--- src/rtl/sensor_alarm_pkg.sv ---
`default_nettype none
// ============================================================================
// Module   : sensor_alarm_pkg
// Brief    : Shared types and helpers for the sensor-to-buzzer alarm block.
// Revision : 1.0 - initial release
// ============================================================================
package sensor_alarm_pkg;

  // Controller phases: waiting, qualifying a candidate, sounding, suppressing.
  typedef enum logic [1:0] {
    IDLE    = 2'd0,
    QUAL    = 2'd1,
    ALARM   = 2'd2,
    HOLDOFF = 2'd3
  } state_e;

  // Channel index width; a single channel still needs one bit.
  function automatic int ch_w(input int n);
    return (n <= 1) ? 1 : $clog2(n);
  endfunction

endpackage
`default_nettype wire

--- src/rtl/sensor_prio_enc.sv ---
`default_nettype none
// ============================================================================
// Module   : sensor_prio_enc
// Brief    : Lowest-index-wins priority encoder over the sensor inputs.
// Revision : 1.0 - initial release
// ============================================================================
module sensor_prio_enc
  import sensor_alarm_pkg::*;
#(
  parameter int N_CH = 3,
  parameter int CH_W = ch_w(N_CH)
) (
  input  logic [N_CH-1:0] req_i,
  output logic            valid_o,
  output logic [CH_W-1:0] idx_o
);

  // Scan from the top down so the lowest set bit is the last one written.
  always_comb begin
    valid_o = |req_i;
    idx_o   = '0;
    for (int i = N_CH - 1; i >= 0; i--) begin
      if (req_i[i]) begin
        idx_o = CH_W'(i);
      end
    end
  end

endmodule
`default_nettype wire

--- src/rtl/sensor_alarm_ctrl.sv ---
`default_nettype none
// ============================================================================
// Module   : sensor_alarm_ctrl
// Brief    : Debounced priority alarm controller: qualify, sound, hold off.
// Revision : 1.0 - initial release
// ============================================================================
module sensor_alarm_ctrl
  import sensor_alarm_pkg::*;
#(
  parameter int N_CH        = 3,
  parameter int DEB_LEN     = 8,
  parameter int ALARM_LEN   = 32,
  parameter int HOLDOFF_LEN = 16,
  localparam int CH_W       = ch_w(N_CH)
) (
  input  logic            clk,
  input  logic            rst_n,
  input  logic            ena,
  input  logic [N_CH-1:0] sensor,
  input  logic            ack,
  output logic [N_CH-1:0] buzzer,
  output logic [CH_W-1:0] alarm_ch,
  output logic            busy
);

  localparam int DEB_W   = $clog2(DEB_LEN + 1);
  localparam int DUR_MAX = (ALARM_LEN > HOLDOFF_LEN) ? ALARM_LEN : HOLDOFF_LEN;
  localparam int DUR_W   = $clog2(DUR_MAX + 1);

  localparam logic [DEB_W-1:0] DEB_ONE    = DEB_W'(1);
  localparam logic [DEB_W-1:0] DEB_LAST   = DEB_W'(DEB_LEN);
  localparam logic [DUR_W-1:0] DUR_ONE    = DUR_W'(1);
  localparam logic [DUR_W-1:0] ALARM_LAST = DUR_W'(ALARM_LEN);
  localparam logic [DUR_W-1:0] HOLD_LAST  = DUR_W'(HOLDOFF_LEN);
  localparam logic [N_CH-1:0]  CH_ONE     = N_CH'(1);

  state_e            state_q;
  logic [DEB_W-1:0]  deb_cnt_q;
  logic [DUR_W-1:0]  dur_cnt_q;
  logic [CH_W-1:0]   cand_q;
  logic [N_CH-1:0]   buzzer_q;
  logic [CH_W-1:0]   alarm_ch_q;
  logic              busy_q;

  logic              w_win_valid;
  logic [CH_W-1:0]   w_win_idx;
  logic [DEB_W-1:0]  w_deb_next;

  sensor_prio_enc #(
    .N_CH (N_CH),
    .CH_W (CH_W)
  ) u_prio_enc (
    .req_i   (sensor),
    .valid_o (w_win_valid),
    .idx_o   (w_win_idx)
  );

  // Debounce counter never exceeds DEB_LEN, so the increment cannot wrap.
  assign w_deb_next = deb_cnt_q + DEB_ONE;

  // Alarm FSM with counters and registered outputs; everything freezes while ena is low.
  always_ff @(posedge clk or negedge rst_n) begin
    if (!rst_n) begin
      state_q    <= IDLE;
      deb_cnt_q  <= '0;
      dur_cnt_q  <= '0;
      cand_q     <= '0;
      buzzer_q   <= '0;
      alarm_ch_q <= '0;
      busy_q     <= 1'b0;
    end else if (ena) begin
      case (state_q)
        IDLE: begin
          if (w_win_valid) begin
            cand_q     <= w_win_idx;
            alarm_ch_q <= w_win_idx;
            deb_cnt_q  <= DEB_ONE;
            if (DEB_LEN == 1) begin
              // A single qualifying sample is enough: fire on this edge.
              state_q   <= ALARM;
              buzzer_q  <= CH_ONE << w_win_idx;
              dur_cnt_q <= DUR_ONE;
              busy_q    <= 1'b1;
            end else begin
              state_q <= QUAL;
            end
          end
        end

        QUAL: begin
          if (!w_win_valid) begin
            deb_cnt_q <= '0;
            state_q   <= IDLE;
          end else if (w_win_idx != cand_q) begin
            // A different channel took priority: restart qualification on it.
            cand_q     <= w_win_idx;
            alarm_ch_q <= w_win_idx;
            deb_cnt_q  <= DEB_ONE;
          end else begin
            deb_cnt_q <= w_deb_next;
            if (w_deb_next == DEB_LAST) begin
              state_q   <= ALARM;
              buzzer_q  <= CH_ONE << cand_q;
              alarm_ch_q <= cand_q;
              dur_cnt_q <= DUR_ONE;
              busy_q    <= 1'b1;
            end
          end
        end

        ALARM: begin
          if (ack || (dur_cnt_q == ALARM_LAST)) begin
            buzzer_q  <= '0;
            deb_cnt_q <= '0;
            if (HOLDOFF_LEN == 0) begin
              state_q   <= IDLE;
              dur_cnt_q <= '0;
              busy_q    <= 1'b0;
            end else begin
              state_q   <= HOLDOFF;
              dur_cnt_q <= DUR_ONE;
            end
          end else begin
            dur_cnt_q <= dur_cnt_q + DUR_ONE;
          end
        end

        HOLDOFF: begin
          if (dur_cnt_q == HOLD_LAST) begin
            state_q   <= IDLE;
            dur_cnt_q <= '0;
            busy_q    <= 1'b0;
          end else begin
            dur_cnt_q <= dur_cnt_q + DUR_ONE;
          end
        end

        default: begin
          state_q <= IDLE;
        end
      endcase
    end
  end

  assign buzzer   = buzzer_q;
  assign alarm_ch = alarm_ch_q;
  assign busy     = busy_q;

endmodule
`default_nettype wire

--- config.mk ---
export PLATFORM = sky130hd
export DESIGN_NAME = sensor_alarm_ctrl
export DESIGN_NICKNAME = d
export VERILOG_FILES = /design/src/rtl/sensor_alarm_pkg.sv /design/src/rtl/sensor_prio_enc.sv /design/src/rtl/sensor_alarm_ctrl.sv
export SDC_FILE = /design/constraint.sdc
export NUM_CORES = 1
export LEC_CHECK = 0
export ABC_AREA = 1
export ABC_CLOCK_PERIOD_IN_PS = 1750
export CAP_MARGIN = 30
export CORE_AREA = 4 4 63 65
export DETAILED_ROUTE_END_ITERATION = 8
export DIE_AREA = 0 0 67 69
export GPL_TIMING_DRIVEN = 0
export PLACE_DENSITY = 0.68
export SLEW_MARGIN = 20
export SYNTH_ARGS = -nofsm -noshare
export SYNTH_HDL_FRONTEND = slang
export SYNTH_HIERARCHICAL = 1
export SYNTH_SLANG_ARGS = --single-unit
--- constraint.sdc ---
create_clock -name clk -period 1.75 [get_ports clk]
set_input_delay 0.2625 -clock clk [delete_from_list [all_inputs] [get_ports clk]]
set_output_delay 0.2625 -clock clk [all_outputs]
set_load 0.03 [all_outputs]
== Word level (Yosys, flattened, before mapping) ==
Index checks and enable logic that the tools add are counted.

* Flip-flop bits (word level): 20
* Bits in latches: 0
* Memory bits (writable): 0
* Memory bits (read-only): 0
* Input port bits: 7
* Output and inout bits: 6
* Word-level logic and storage cells: 81
* Memories: 0

* Add/sub/neg operators: 2
* Multipliers: 0
* Div/mod/pow operators: 0
* Magnitude comparators: 0
* Equality and inequality tests: 17
* Shifts and indexed selects: 1
* Muxes and demuxes: 39
* Bitwise gates (word level): 0
* Reductions and logical operators: 15

{| class="wikitable"
|+ Operator list
! operator !! number
|-
| two-way mux 2 bit || 15
|-
| two-way mux 6 bit || 5
|-
| one-hot mux 6 bit (3 select lines) || 1
|-
| AND reduction 6 bit || 3
|-
| two-way mux 4 bit || 4
|-
| AND reduction 5 bit || 3
|-
| inequality test 2 bit, second input constant || 7
|-
| two-way mux 3 bit || 4
|-
| one-hot mux 4 bit (3 select lines) || 1
|-
| inequality test 3 bit, second input constant || 3
|-
| one-hot mux 2 bit (2 select lines) || 2
|-
| one-hot mux 2 bit (4 select lines) || 1
|-
| adder 6 x 1 -> 6 bit, second input constant || 1
|-
| equality test 6 x 5 -> 1 bit, second input constant || 1
|-
| equality test 6 bit, second input constant || 1
|-
| one-hot mux 3 bit (2 select lines) || 1
|-
| nonzero test 2 bit || 3
|-
| nonzero test 3 bit || 2
|-
| adder 4 x 1 -> 4 bit, second input constant || 1
|-
| equality test 2 bit, second input constant || 2
|-
| equality test 4 bit, second input constant || 1
|-
| two-way mux 1 bit || 4
|-
| AND reduction 4 bit || 1
|-
| OR reduction 3 bit || 1
|-
| 6 further kinds || 6
|}

== Logic depth before layout (Yosys ltp) ==
* Depth after elaboration: 7
* Gate-level depth with buffers: 13
* Gate-level depth less buffers: 13

== Hierarchy ==
Netlist, hierarchy kept.

{| class="wikitable"
|+ By module, submodules not included
! module !! instances !! cells an instance !! area each (µm²) !! seq. area each (µm²)
|-
| sensor_alarm_ctrl || 1 || 195 || 1435.1 || 500.5
|-
| sensor_prio_enc || 1 || 7 || 31.3 || 0.0
|}

== Worst setup path after synthesis ==
No wires, ideal clock.

* Path type: flip-flop to flip-flop
* From: register state_q[0]
* To: register dur_cnt_q[3]
* Setup time: 116 ps
* Data arrival time: 1383 ps
* Required time: 1634 ps
* Setup slack: 251 ps
* Stages on the path, launching flop included: 10
* Path buffers: 1
* Period minus slack after synthesis: 1499 ps
* Cells stage by stage: dfrtp_1 inv_1 ha_1 buf_4 nor2_1 nand2_1 nand3_1 nor2_4 nand2_1 nand2_1

* Word-level cells in the longest chain between the ends: 3
* Elaborated cells between the ends (all ways): 9
* Those cells by class: 6 x eq/ne; 1 x mux; 2 x reduce/logical

{| class="wikitable"
|+ Ends and longest elaborated chain
! element !! RTL line !! RTL
|-
| from (decl) || sensor_alarm_ctrl.sv:37 || <nowiki>state_e state_q;</nowiki>
|-
| from (signal assigned) || sensor_alarm_ctrl.sv:64 || <nowiki>state_q <= IDLE;</nowiki>
|-
| from (signal assigned) || sensor_alarm_ctrl.sv:80 || <nowiki>state_q <= ALARM;</nowiki>
|-
| from (signal assigned) || sensor_alarm_ctrl.sv:85 || <nowiki>state_q <= QUAL;</nowiki>
|-
| equality test 2 x 1 -> 1 bit or equality test 2 bit (tied branches) || sensor_alarm_ctrl.sv:72 || <nowiki>case (state_q)</nowiki>
|-
| inequality test 2 bit (no source line) or nonzero test 3 bit (tied branches) || n/a ||
|-
| AND reduction 5 bit (no source line) || n/a ||
|-
| to (signal assigned) || sensor_alarm_ctrl.sv:124 || <nowiki>dur_cnt_q <= dur_cnt_q + DUR_ONE;</nowiki>
|-
| to (signal assigned) || sensor_alarm_ctrl.sv:134 || <nowiki>dur_cnt_q <= dur_cnt_q + DUR_ONE;</nowiki>
|-
| to (decl) || sensor_alarm_ctrl.sv:39 || <nowiki>logic [DUR_W-1:0] dur_cnt_q;</nowiki>
|}

Parallel ways exist; a longest one is shown, timed or not.
A chain may end at the register's enable or synchronous reset.

== Worst setup path in the final report ==
* From: register state_q[0]
* To: register buzzer_q[2] (netlist: buzzer[2])

* Word-level cells in the longest chain between the ends: 3
* Elaborated cells between the ends (all ways): 9
* Those cells by class: 6 x eq/ne; 1 x mux; 2 x reduce/logical

{| class="wikitable"
|+ Ends and longest elaborated chain
! element !! RTL line !! RTL
|-
| equality test 2 bit or equality test 2 x 1 -> 1 bit (tied branches) || sensor_alarm_ctrl.sv:72 ||
|-
| inequality test 2 bit (no source line) or nonzero test 2 bit (tied branches) || n/a ||
|-
| AND reduction 6 bit (no source line) || n/a ||
|-
| to (signal assigned) || sensor_alarm_ctrl.sv:81 || <nowiki>buzzer_q <= CH_ONE << w_win_idx;</nowiki>
|-
| to (signal assigned) || sensor_alarm_ctrl.sv:103 || <nowiki>buzzer_q <= CH_ONE << cand_q;</nowiki>
|-
| to (decl) || sensor_alarm_ctrl.sv:41 || <nowiki>logic [N_CH-1:0] buzzer_q;</nowiki>
|}

Parallel ways exist; a longest one is shown, timed or not.

==> results.cfg <==
[run_status]
status = finished, final reports clean

[worst_setup_path]
critPathCaptureType = register
cpMostUsedCell = nand2_1
cp_top_family = flip-flops
critPathBufInv = 3
crit_path_max_incr_delay_ns = 0.42
r2r-start = state_q[0]
crit_fanout = 9
cp-startpoint = state_q[0]
required_ns = 1.97
cp-start-kind = register
path_cells = inv_1 > ha_1 > buf_4 > inv_2 > nor2_4 > a21oi_2 > nand3_1 > nand2_1 > nand2_1
arrival_ns = 1.84
cp_slowest_cell = dfrtp_2
worstSetupPathType = register to register

[layout]
synthToLayoutAreaGrowth_pct = 18.3
final_area_um2 = 1740
nNetsFinal = 237
utilization = 0.520
diodes = 0
layout-drive-gt1-share = 0.205

[grt]
grt_remaining_overflow = 0
grt_pass1_wl_mm = 5.13
grt_usage = 0.140
grt_start_max_net_pins = 21
grt_pass1_vias = 1146
antenna_found_initial = 0

[clocking]
cts_num_sinks = 20
clockBufferDepth = 2
clockRootBuffer = clkbuf_4
cts_hold_buf = 0
cts_buffers = 3
cts.clk_slew.worst_paths_ns = 0.12
clkLatencyLatePin_ns = 0.31
htree_levels = 1
cts_tree = yes

[synth]
synthCells = 202
synth.most_common_cell = nand2_1
syn-num-nets = 218
synth_area_um2 = 1470
yosys.area.top_type = dfrtp_1
post-synth-top-area-fraction = 0.341
synth-edff-count = 0
seq_area_frac_synth = 0.341
ys_seq_elements = 20
avgSynthCellArea_um2 = 7.26
ys_types = 27
yosys_warnings = 6
ys.flop_type = dfrtp_1
synthTopCellsByCount = nand2_1 (60), inv_1 (25), dfrtp_1 (20)
ys_async_sr_fraction = 1.00
netlist_top_cells_area = dfrtp_1 (34%), nand2_1 (15%), ha_1 (7.7%)

[timing]
drv_slew = 0
min_period_ns = 1.63
setup_viol = 0
fmax_mhz = 614
rsz0062_at_grt = false
finalHoldViolations = 0
post-route-period-util = 0.931
worst_pin_slew_ns = 0.340
skew_ns = 0.00313
max_slew_margin = 0.772

[floorplan]
core_area_um2 = 3340
initial_core_util = 0.439
dieArea_um2 = 4620
die_w_um = 67
pin_count = 13
die_h_um = 69
rows = 21

[pwr]
p_leak_nw = 0.860
power_density_nw_per_um2 = 1170
vdd_drop_max_uv = 451

[route]
vias_per_cell = 4.80
drc = 0
dr_wl_met3_um = 135
drt_iter0_drc = 32
highest_layer = met4
first_pass_iters = 4
ant_nets = 0
wl_mm = 2.92
wl_per_cell_um = 11.0
wl_met1_mm = 1.42
wl_met2_mm = 1.34
num_vias = 1276

[run]
maxCapViolCount = 0

[placed_design]
io_buffers = 12
dpl_cell_area_um2 = 1640
place_hpwl_mm = 2.26
gp_congestion = 0.869

[hold_path]
min_path_type = primary input to asynchronous set/reset pin
==> power breakdown <==
group	total, W	switching, W	internal [W]
registers	0.000687	0.000110	0.000577
clock network	0.000386	0.000154	0.000232
logic	0.000963	0.000603	0.000360
==> placed cells by master, fill, tap and decap left out, types with 3 or more instances in the layout <==
cell	n
buf_4	3
clkbuf_4	3
clkdlybuf4s50_1	12
dfrtp_1	18
ha_1	9
inv_1	23
inv_2	8
nand2_1	60
nand2_2	9
nand3_1	14
nand3_2	4
nand4_1	7
nor2_1	9
nor2_4	6
nor3_1	4
o21ai_0	5
o21ai_1	6
==> cells by family after synthesis <==
group / Yosys count / synth area share
adder cells (fa/ha/maj): 9 / 0.0768
flip-flops: 20 / 0.341
AND/OR/NAND/NOR: 120 / 0.410
AO/OA/AOI/OAI: 18 / 0.0725
buffers and inverters: 33 / 0.0879
XOR/XNOR: 2 / 0.0119
==> worst paths after layout <==
kind | to | depth (start not counted) | slack, ns
setup / recovery | buzzer[2] | 9 | 0.12
hold / removal | asynchronous set/reset pin | 1 | 0.20
setup reg to reg | buzzer[2] | 9 | 0.12
hold reg to reg | buzzer[0] | 2 | 0.49
max in group asynchronous | deb_cnt_q[0] | 2 | 1.10
min in group clk | buzzer[0] | 2 | 0.49
==> flip-flops by register name, summed over array words and instances (netlist names), named ones only <==
signal	count
dur_cnt_q	6
deb_cnt_q	4
cand_q	2
buzzer	3
alarm_ch	2
state_q	1
busy	1
==> metrics by stage <==
| step | hold slack [ns] | setup TNS, ns | total power [W] | worst slack [ns] | instances |
|---|---|---|---|---|---|
| 4_1_cts | 0.489 | 0 | 0.00201 | 0.00860 | 264 |
| 3_3_place_gp | 0.458 | -0.348 | 0.00160 | -0.0412 | 260 |
| 2_1_floorplan | -0.0331 | 0 | 0.00134 | 0.251 | 202 |
| 6_report | 0.202 | 0 | 0.00204 | 0.122 | 266 |
| 3_5_place_dp | 0.467 | -0.687 | 0.00162 | -0.0847 | 260 |
| 5_1_grt | 0.193 | 0 | 0.00221 | 0.0102 | 266 |
==> per-layer routing <==
layer | vias up | GRT usage
met3 | 4 | 0.0276
met2 | 19 | 0.204
met1 | 578 | 0.205
met4 | 0 | 0.0428
li1 | 675 | -
met5 | - | 0
==> timing repair <==
action,CTS,global route
resized for setup,0,10
buffers inserted,0,1
setup endpoints to repair,0,18
==> final cells by class <==
type | instances | area [µm²]
multi-input cells | 149 | 852
well taps | 46 | 57.6
plain buffers | 2 | 15.0
inverters | 31 | 116
clock buffers | 3 | 22.5
flip-flops and latches | 20 | 503
fillers | 347 | 1600
repair buffers | 14 | 139
clock inverters | 1 | 30.0
==> worst reg2reg max path, cell delays in order (launching register included) <==
cell and delay, ns:
dfrtp_2 0.42, inv_1 0.09, ha_1 0.20, buf_4 0.17, inv_2 0.08, nor2_4 0.04
a21oi_2 0.23, nand3_1 0.17, nand2_1 0.09, nand2_1 0.05
Power figures use the tool's default switching activity.
